## src/rtl/store_trace_buffer.sv

```systemverilog
// Store trace FIFO: captures processor stores and derives a sticky
// pass/fail verdict from a magic address/data pair.
module store_trace_buffer #(
  parameter int unsigned DEPTH        = 8,
  parameter logic [31:0] PASS_ADDR    = 32'd84,
  parameter logic [31:0] PASS_DATA    = 32'd7,
  parameter logic [31:0] SCRATCH_ADDR = 32'd80
) (
  input  logic                       clk,
  input  logic                       reset,
  input  logic                       memwrite,
  input  logic [31:0]                dataadr,
  input  logic [31:0]                writedata,
  output logic                       out_valid,
  input  logic                       out_ready,
  output logic [31:0]                out_addr,
  output logic [31:0]                out_data,
  output logic [$clog2(DEPTH):0]     count,
  output logic                       overflow,
  output logic [15:0]                store_cnt,
  output logic                       pass,
  output logic                       fail,
  output logic                       done
);

  localparam int unsigned AW = $clog2(DEPTH);
  localparam logic [AW:0] FULL = (AW+1)'(DEPTH);

  logic [31:0] addr_mem [DEPTH];
  logic [31:0] data_mem [DEPTH];

  logic [AW-1:0] rd_ptr_q, rd_ptr_d;
  logic [AW-1:0] wr_ptr_q, wr_ptr_d;
  logic [AW:0]   count_q, count_d;
  logic          overflow_q, overflow_d;
  logic [15:0]   store_cnt_q, store_cnt_d;
  logic          pass_q, pass_d;
  logic          fail_q, fail_d;
  logic          done_q, done_d;

  logic capture, full, push, pop;
  logic pass_hit, scratch_hit;

  always_comb begin
    capture     = memwrite && !done_q;
    full        = (count_q == FULL);
    pop         = (count_q != '0) && out_ready;
    // a full FIFO still accepts a push when the head leaves this edge
    push        = capture && (!full || pop);
    pass_hit    = (dataadr == PASS_ADDR) && (writedata == PASS_DATA);
    scratch_hit = (dataadr == SCRATCH_ADDR);

    rd_ptr_d    = pop  ? rd_ptr_q + AW'(1) : rd_ptr_q;
    wr_ptr_d    = push ? wr_ptr_q + AW'(1) : wr_ptr_q;

    count_d = count_q;
    unique case ({push, pop})
      2'b10:   count_d = count_q + 1'b1;
      2'b01:   count_d = count_q - 1'b1;
      default: count_d = count_q;
    endcase

    overflow_d  = overflow_q | (capture && full && !pop);
    store_cnt_d = store_cnt_q;
    if (capture && store_cnt_q != 16'hFFFF)
      store_cnt_d = store_cnt_q + 16'd1;

    pass_d = pass_q | (capture && pass_hit);
    fail_d = fail_q | (capture && !pass_hit && !scratch_hit);
    done_d = pass_d | fail_d;
  end

  always_ff @(posedge clk) begin
    if (reset) begin
      rd_ptr_q    <= '0;
      wr_ptr_q    <= '0;
      count_q     <= '0;
      overflow_q  <= 1'b0;
      store_cnt_q <= '0;
      pass_q      <= 1'b0;
      fail_q      <= 1'b0;
      done_q      <= 1'b0;
    end else begin
      rd_ptr_q    <= rd_ptr_d;
      wr_ptr_q    <= wr_ptr_d;
      count_q     <= count_d;
      overflow_q  <= overflow_d;
      store_cnt_q <= store_cnt_d;
      pass_q      <= pass_d;
      fail_q      <= fail_d;
      done_q      <= done_d;
    end
  end

  always_ff @(posedge clk) begin
    if (push && !reset) begin
      addr_mem[wr_ptr_q] <= dataadr;
      data_mem[wr_ptr_q] <= writedata;
    end
  end

  assign out_valid = (count_q != '0);
  assign out_addr  = addr_mem[rd_ptr_q];
  assign out_data  = data_mem[rd_ptr_q];
  assign count     = count_q;
  assign overflow  = overflow_q;
  assign store_cnt = store_cnt_q;
  assign pass      = pass_q;
  assign fail      = fail_q;
  assign done      = done_q;

endmodule

```

## config.mk

```make
export PLATFORM = sky130hd
export DESIGN_NAME = store_trace_buffer
export DESIGN_NICKNAME = d
export VERILOG_FILES = /design/src/rtl/store_trace_buffer.sv
export SDC_FILE = /design/constraint.sdc
export NUM_CORES = 1
export LEC_CHECK = 0
export ABC_AREA = 1
export BUFFER_PORTS_ARGS = -buffer_cell sky130_fd_sc_hd__buf_2
export CORE_MARGIN = 2
export CORE_UTILIZATION = 55
export DETAILED_ROUTE_END_ITERATION = 8
export HOLD_SLACK_MARGIN = 0.15
export PLACE_DENSITY = 0.8
export SYNTH_ARGS = -nofsm -noshare
export SYNTH_HDL_FRONTEND = slang
export SYNTH_SLANG_ARGS = --single-unit
```

## constraint.sdc

```tcl
create_clock -name clk -period 18.8 [get_ports clk]
set_input_delay 3.76 -clock clk [delete_from_list [all_inputs] [get_ports clk]]
set_output_delay 3.76 -clock clk [all_outputs]
set_load 0.05 [all_outputs]
```

* Word level (Yosys, flattened, before mapping) *
Memories as Yosys holds them, arrays and structs flattened. A register that Yosys moved wholly into a read port is not among the register bits.
Index checks and enable logic that the tools add are counted.

word-level totals
  flip-flop bits (word level) = 30
  bits in writable memories = 512
  bits of input ports = 68
  output and inout port bits = 89
  word-level logic and storage cells = 53
  memories = 2

memory list
  name      words  width  read ports  clocked after Yosys merged registers in  wr ports  RTL line  text
  addr_mem  8      32     1           1                                        1         29        logic [31:0] addr_mem [DEPTH];
  data_mem  8      32     1           1                                        1         30        logic [31:0] data_mem [DEPTH];

operators by class
  add/sub/neg operators = 5
  eq/ne operators = 7
  mux-type cells = 7
  bitwise logic cells = 4
  reductions and logical operators = 20

operators with widths
  kind                   number
  $eq 32x7->1 const B    2
  $eq 32x3->1 const B    1
  $add 16x1->16 const B  1
  $ne 16x16->1 const B   1
  $mux 3                 4
  $logic_and 1x1->1      11
  $pmux 4 s2             1
  $add 3x1->3 const B    2
  $logic_not 1->1        6
  $add 4x1->4 const B    1
  $eq 4x4->1 const B     1
  $or 1x1->1             4
  $reduce_bool 4->1      1
  $sub 4x1->4 const B    1
  $eq 2x1->1 const B     1
  $eq 2x2->1 const B     1
  $mux 1                 2
  $reduce_bool 2->1      1
  $logic_or 1x1->1       1

* Logic depth before layout (Yosys ltp) *
Gate-level depths: netlist of run 1.

  word-level depth = 7
  mapped depth = 14
  gate-level depth less buffers = 14

* Least setup slack after synthesis of run 1 *
No wires, ideal clock.

  path type = input port to flip-flop
  start = in memwrite
  end = mem addr_mem[0][0] (enable)
  library setup time = 0.565 ns
  arrival time = 8.672 ns
  required time = 18.235 ns
  setup slack = 9.562 ns
  stages = 6
  path buffers = 0
  path through = inv_1 nor2_4 nand2_1 nor2_1 inv_1 nor3_1

between the ends
  word-level cells in the longest chain between the ends = 5

ends and longest elaborated chain
  item                          RTL line  text
  start, declared               11        input logic memwrite,
  $logic_and 1x1->1             45        capture = memwrite && !done_q;
  $logic_and 1x1->1             49        push = capture && (!full || pop);
  $logic_and 1x1->1             96        if (push && !reset) begin
  $mux 1                        96
  $mux 1 (implied by the code)  97        addr_mem[wr_ptr_q] <= dataadr;
  end, declared                 29

Every way passes these cells.

==> flow_summary.yaml, run 1 <==
worst_setup_path:
  worstPathRequired_ns: 15.04
  slowest_delay_ns: 0.96
  cp_max_fo: 153
  cp_common_cell: "nand2_1"
  rr_worst_depth: 8
  r2r-end: "data_mem[6][8]$_DFFE_PP_"
  cp_slowest_cell: "buf_4"
  start_kind: "flip-flop"
  crit_end: "out_data[6]"
  cp_top_family: "buffers and inverters"
  worst-path-stages: 7
  cp_data_arrival_time_ns: 4.23
  crit_buf_inv: 3
  worstPathCellList: "inv_6 > buf_4 > nor2_1 > o32ai_1 > nand2_1 > nand2_1 > buf_2"
  reg2reg_slack_ns: 16.08
  critical_path_class: "reg -> out"
  r2r_start: "count[1]$_SDFFE_PP0P_"
  worst_setup_path_end_kind: "output pin"
worst_hold_path:
  holdPathStages: 2
  min_path_type: "reg -> reg"
power:
  p_switching_w: 0.001000
  intPower_w: 0.002074
  peakVddDrop_mv: 0.06973
  p_clk_share_pct: 31.8
  p_comb_share_pct: 23.2
  switching_share_pct: 32.54
  total_power_w: 0.003074
  seq_power_share_pct: 45.1
  power_density_nw_per_um2: 125.3
  cellLeakagePower_nw: 8.582
route:
  drt_iter0_drc: 1323
  wire_per_inst_um: 19.88
  wl_met3_mm: 4.255
  first_pass_iters: 7
  routed_via_density: 5.856
  drc: 0
  wirelength_met1_mm: 19.79
  highest_layer: "met5"
  wl_mm: 48.81
  routed-via-count: 14380
  final_antenna_net_count: 0
  wl_met2_mm: 23.62
timing:
  fin_skew_ns: 0.01034
  fmax_mhz: 125.2
  fin_setup_tns_ns: 0
  period_share_pct: 42.50
  setup_viol: 0
  finalHoldViolations: 0
  worst_slew_pin_slew_ns: 1.226
  maxSlewViolCount: 0
  grt_setup_unrepaired: "false"
  relSlewSlack_pct: 18.26
  min_period_ns: 7.989
synth:
  synth_area_leaders: "edfxtp_1 (70%), nor2_1 (7.8%), o32ai_1 (5.1%)"
  netlist_area_sq_um: 21840
  netlist.area_leader.share_pct: 70.40
  synth_edf_count: 512
  yosys.area.top_type: "edfxtp_1"
  ys_ff_latch: 545
  synth_cells: 1767
  synth_cell_types: 32
  synth_ff_type: "edfxtp_1"
  yosysSeqAreaShare_pct: 73.42
  yosys_warnings: 0
  synth_commonest_cells: "edfxtp_1 (512), nor2_1 (453), nand2_1 (274)"
  syn-num-nets: 1839
  synth.most_common_cell: "edfxtp_1"
  async_flop_share_pct: 0
  syn_area_per_cell_sq_um: 12.36
clock_network:
  cts_buffers: 53
  ctsResizeCount: 0
  clk_path_buf_depth: 3
  cts_tree: "yes"
  cts.clk_slew.worst_paths_ns: 0.06
  cts_setup_buffers: 0
  cts-root-buf: "clkbuf_16"
  cts_hold_buf: 0
  h-tree-depth: 2
  cts_sinks: 545
  insertion_delay_ns: 0.59
grt:
  first_global_vias: 13930
  antenna_found_initial: 8
  overflow: 0
  grt_max_degree: 154
  grt_usage_pct: 23.39
  grt_pass1_wl_mm: 75.07
job:
  cap_violations: 0
die:
  die_h_um: 203.3
  start_util_pct: 56.12
  die_x_um: 203.3
  core_area_sq_um: 38920
  die-area_sq_um: 41320
  io_pins: 157
  core.rowCount: 72
outcome:
  status: "finished clean"
cells_and_area:
  layout.nets: 1964
  fin_util_pct: 63.05
  drive_gt1_share_pct: 13.91
  stdcell_area_sq_um: 24540
  area.growth.synth_to_final_pct: 12.36
placement:
  io_buffers: 156
  postPlaceCellArea_sq_um: 22940
  place.gp.congestion: 0.8217
  dpl.hpwl_mm: 25.27
==> metal layers <==
metal,vias to the layer above,GRT usage [%]
met5,-,0
met3,90,5.289
met2,579,38.62
met1,7096,30.96
met4,10,7.769
li1,6601,-
==> worst min-delay path by stage <==
stage / startpoint / to / slack [ns]
after floorplan: rd_ptr_q[2]$_SDFFE_PP0N_ / flip-flop / 0.43
after global placement: rd_ptr_q[2]$_SDFFE_PP0N_ / flip-flop / 0.44
after detailed placement: rd_ptr_q[2]$_SDFFE_PP0N_ / flip-flop / 0.45
after CTS: rd_ptr_q[2]$_SDFFE_PP0N_ / flip-flop / 0.47
after global routing: rd_ptr_q[2]$_SDFFE_PP0N_ / flip-flop / 0.49
final: rd_ptr_q[2]$_SDFFE_PP0N_ / flip-flop / 0.46
==> layout by cell type, fill, tap and decap left out, types with 2 or more instances in the layout <==
| master | count |
|---|---|
| o21ai_0 | 135 |
| nand2_2 | 2 |
| nand2_1 | 274 |
| nand4_1 | 8 |
| clkinvlp_4 | 3 |
| nor3_2 | 5 |
| buf_4 | 17 |
| clkinv_2 | 10 |
| inv_1 | 35 |
| clkinv_1 | 10 |
| a21oi_1 | 20 |
| clkbuf_16 | 55 |
| nand2_4 | 2 |
| nor2_4 | 5 |
| buf_2 | 156 |
| o32ai_1 | 128 |
| clkbuf_1 | 16 |
| dfxtp_1 | 30 |
| ha_1 | 4 |
| nor2_1 | 449 |
| nor3_1 | 5 |
| inv_6 | 2 |
| dfxtp_4 | 2 |
| xor2_1 | 11 |
| nand3_1 | 25 |
| diode_2 | 3 |
| nand3_2 | 2 |
| edfxtp_1 | 512 |
==> sequential cells by signal, indices dropped and copies added (netlist names), named ones only <==
signal,cells
addr_mem,256
store_cnt,16
data_mem,256
done,1
wr_ptr_q,3
count,4
rd_ptr_q,3
fail,1
pass,1
overflow,1
==> layout make-up <==
| cell class | instances | area, sq um |
|---|---|---|
| sequential | 545 | 16040 |
| fill | 2843 | 14380 |
| multi-input combinational | 1082 | 5192 |
| clock buffer | 71 | 1436 |
| timing repair buffer | 173 | 908.4 |
| tap | 518 | 648.1 |
| clock inverter | 26 | 157.7 |
| inverter | 37 | 143.9 |
| antenna | 3 | 7.507 |
==> power groups by stage <==
stage / registers [W] / logic (W) / clock network (W)
detailed placement: 0.00141 / 0.000706 / 0
CTS: 0.00138 / 0.000711 / 0.000988
floorplan: 0.00140 / 0.000552 / 0
global route: 0.00139 / 0.000766 / 0.00104
global placement: 0.00141 / 0.000688 / 0
finish: 0.00138 / 0.000712 / 0.000977
==> metrics by stage <==
step | hold slack, ns | setup slack (ns) | std cells
2_1_floorplan | 0.4334 | 9.563 | 1767
3_3_place_gp | 0.4405 | 11.59 | 2355
3_5_place_dp | 0.4523 | 11.50 | 2355
4_1_cts | 0.4696 | 10.75 | 2452
5_1_grt | 0.4937 | 10.43 | 2453
6_report | 0.4630 | 10.81 | 2455
==> cell families after synthesis <==
kind of cell | after synthesis | share of synthesized area, %
and+or+nand+nor | 781 | 14.08
DFF | 545 | 73.42
AOI/OAI and AO/OA | 285 | 8.754
buffers and inverters | 140 | 3.031
xor gates and xnor gates | 12 | 0.4812
adders and majority gates | 4 | 0.2292
==> worst reg2reg max path: stages (launching register included) <==
cell	delay [ns]
dfxtp_1	0.45
nor3_1	0.12
nand2_1	0.10
nand2_1	0.13
nor2_1	0.16
inv_1	0.13
nor3_2	0.12
buf_4	0.48
buf_4	0.63
Power figures use the tool's default switching activity.
==> inputs of run 2 (changes only) <==
==> constraint.sdc (replaced) <==
create_clock -name clk -period 8.3 [get_ports clk]
set_input_delay 1.66 -clock clk [delete_from_list [all_inputs] [get_ports clk]]
set_output_delay 1.66 -clock clk [all_outputs]
set_load 0.05 [all_outputs]
==> run 2 against run 1 <==
Register-to-register slack got worse by 11 ns. Wire length increased by 0.24%. Cell area increased by 0.39%. Count of clock-buffer cells in the layout decreased by 9. Critical path type unchanged. Worst hold slack improved by 0.00097 ns. Sequential power increased by 130%. Cell count about the same. Combinational power increased by 130%. Critical endpoint is now out_data[30]. Worst setup slack got worse by 8.3 ns. Non-clock buffer count unchanged. Sequential share of layout area decreased by 0.26 points.
==> flow_summary.yaml, run 2 (same netlist as run 1, synthesis figures left out) <==
timing:
  finalHoldViolations: 0
  fin_skew_ns: 0.01714
  period_share_pct: 69.35
  grt_setup_unrepaired: "false"
  setup_viol: 0
  fin_setup_tns_ns: 0
  fmax_mhz: 173.7
  relSlewSlack_pct: 22.00
  worst_slew_pin_slew_ns: 1.170
  min_period_ns: 5.756
  maxSlewViolCount: 0
clock_network:
  cts_buffers: 51
  cts_hold_buf: 0
  cts_tree: "yes"
  ctsResizeCount: 0
  insertion_delay_ns: 0.59
  cts_setup_buffers: 0
  clk_path_buf_depth: 3
  h-tree-depth: 2
  cts_sinks: 545
  cts-root-buf: "clkbuf_16"
  cts.clk_slew.worst_paths_ns: 0.06
worst_setup_path:
  cp_max_fo: 120
  worstPathCellList: "buf_4 > buf_4 > nor2_1 > o32ai_1 > nand2_1 > nand2_1 > buf_2"
  worstPathRequired_ns: 6.64
  reg2reg_slack_ns: 5.54
  cp_top_family: "buffers and inverters"
  worst_setup_path_end_kind: "output pin"
  cp_slowest_cell: "buf_4"
  slowest_delay_ns: 1.02
  critical_path_class: "reg -> out"
  r2r-end: "data_mem[6][4]$_DFFE_PP_"
  start_kind: "flip-flop"
  crit_buf_inv: 3
  rr_worst_depth: 8
  cp_data_arrival_time_ns: 4.10
  r2r_start: "count[1]$_SDFFE_PP0P_"
cells_and_area:
  fillerInstances: 2835
  layout.nets: 1962
  drive_gt1_share_pct: 14.02
  regArea_sq_um: 16040
  multi_input_comb_area_sq_um: 5192
  final_common_cell: "edfxtp_1"
  area.growth.synth_to_final_pct: 12.80
  layout_common_cells: "edfxtp_1 (512), nor2_1 (449), nand2_1 (274), buf_2 (156), o21ai_0 (135)"
outcome:
  status: "finished clean"
placement:
  dpl.hpwl_mm: 24.87
  place.gp.congestion: 0.8205
  io_buffers: 156
worst_hold_path:
  holdPathStages: 2
  hold_start: "rd_ptr_q[2]$_SDFFE_PP0N_"
  min_path_type: "reg -> reg"
power:
  switching_share_pct: 32.07
  power_density_nw_per_um2: 286.7
  seq_power_share_pct: 44.3
  intPower_w: 0.004798
  peakVddDrop_mv: 0.2124
  total_power_w: 0.007063
  cellLeakagePower_nw: 8.630
  p_comb_share_pct: 22.8
  p_clk_share_pct: 32.8
  p_switching_w: 0.002265
route:
  first_pass_iters: 7
  routed-via-count: 14300
  wire_per_inst_um: 19.92
  wl_mm: 48.93
  drt_iter0_drc: 1193
  drc: 0
  final_antenna_net_count: 0
  routed_via_density: 5.820
job:
  cap_violations: 0
die:
  start_util_pct: 56.12
  die-area_sq_um: 41320
  die_x_um: 203.3
  core_area_sq_um: 38920
  io_pins: 157
  core.rowCount: 72
  die_h_um: 203.3
grt:
  grt_max_degree: 152
  overflow: 0
  grt_pass1_wl_mm: 75.02
  grt_usage_pct: 23.46
  antenna_found_initial: 10
  first_global_vias: 13860
==> run 2: cell types whose count changed in the layout (fill, tap and decap cells not counted), moves of 2 or more <==
cell,previous run,this run
clkbuf_1,16,9
bufinv_16,1,6
diode_2,3,5
clkinvlp_4,3,1
clkinv_1,10,14
clkbuf_16,55,52
==> run 2: how the worst max path moves through the flow <==
| stage | startpoint | to | depth (start not counted) |
|---|---|---|---|
| 2_1_floorplan | memwrite | addr_mem[0][0]$_DFFE_PP_ | 6 |
| 3_3_place_gp | flip-flop | out_addr[12] | 7 |
| 3_5_place_dp | flip-flop | out_addr[12] | 7 |
| 4_1_cts | flip-flop | out_addr[12] | 7 |
| 5_1_grt | flip-flop | out_addr[12] | 7 |
| 6_report | flip-flop | out_data[30] | 7 |
==> run 2: metal layers <==
metal  routed length [um]  track usage, %  part of all wire [%]
met1                20190           31.89                    41
met4                  943           7.951                   1.9
met3                 4204           5.449                   8.6
met5                   74               0                  0.15
met2                23520           37.63                    48
==> run 2: power by group through the flow <==
stage	Clock [W]	Sequential, W	Combinational (W)
final	0.00232	0.00313	0.00161
after global routing	0.00245	0.00314	0.00174
after CTS	0.00235	0.00313	0.00161
after detailed placement	0	0.00319	0.00160
after global placement	0	0.00318	0.00157
after floorplan	0	0.00316	0.00125
==> run 2: metrics by stage <==
| step | setup slack, ns | hold slack, ns | std cells | instance area (sq um) | util (%) |
|---|---|---|---|---|---|
| after floorplan | 1.163 | 0.4334 | 1767 | 21840 | - |
| after global placement | 3.154 | 0.4391 | 2355 | 22950 | 58.97 |
| after detailed placement | 3.095 | 0.4493 | 2355 | 22950 | 58.97 |
| after CTS | 2.467 | 0.4661 | 2451 | 24620 | 63.27 |
| after global routing | 2.198 | 0.4986 | 2452 | 24620 | 63.27 |
| final | 2.544 | 0.4640 | 2456 | 24630 | 63.30 |
==> run 2: cell type report <==
cell class / instances / area share, %
sequential: 545 / 65.13
multi-input combinational: 1082 / 21.08
clock buffer: 62 / 5.475
timing repair buffer: 173 / 3.738
tap: 518 / 2.631
clock inverter: 34 / 1.315
inverter: 37 / 0.5841
antenna: 5 / 0.05079
==> run 2: worst register-to-register path: stages, from the launching register on <==
cell,delay (ns)
dfxtp_1,0.47
nor3_1,0.13
nand2_1,0.10
nand2_1,0.14
nor2_1,0.18
inv_1,0.13
nor3_2,0.13
buf_4,0.50
buf_4,0.60
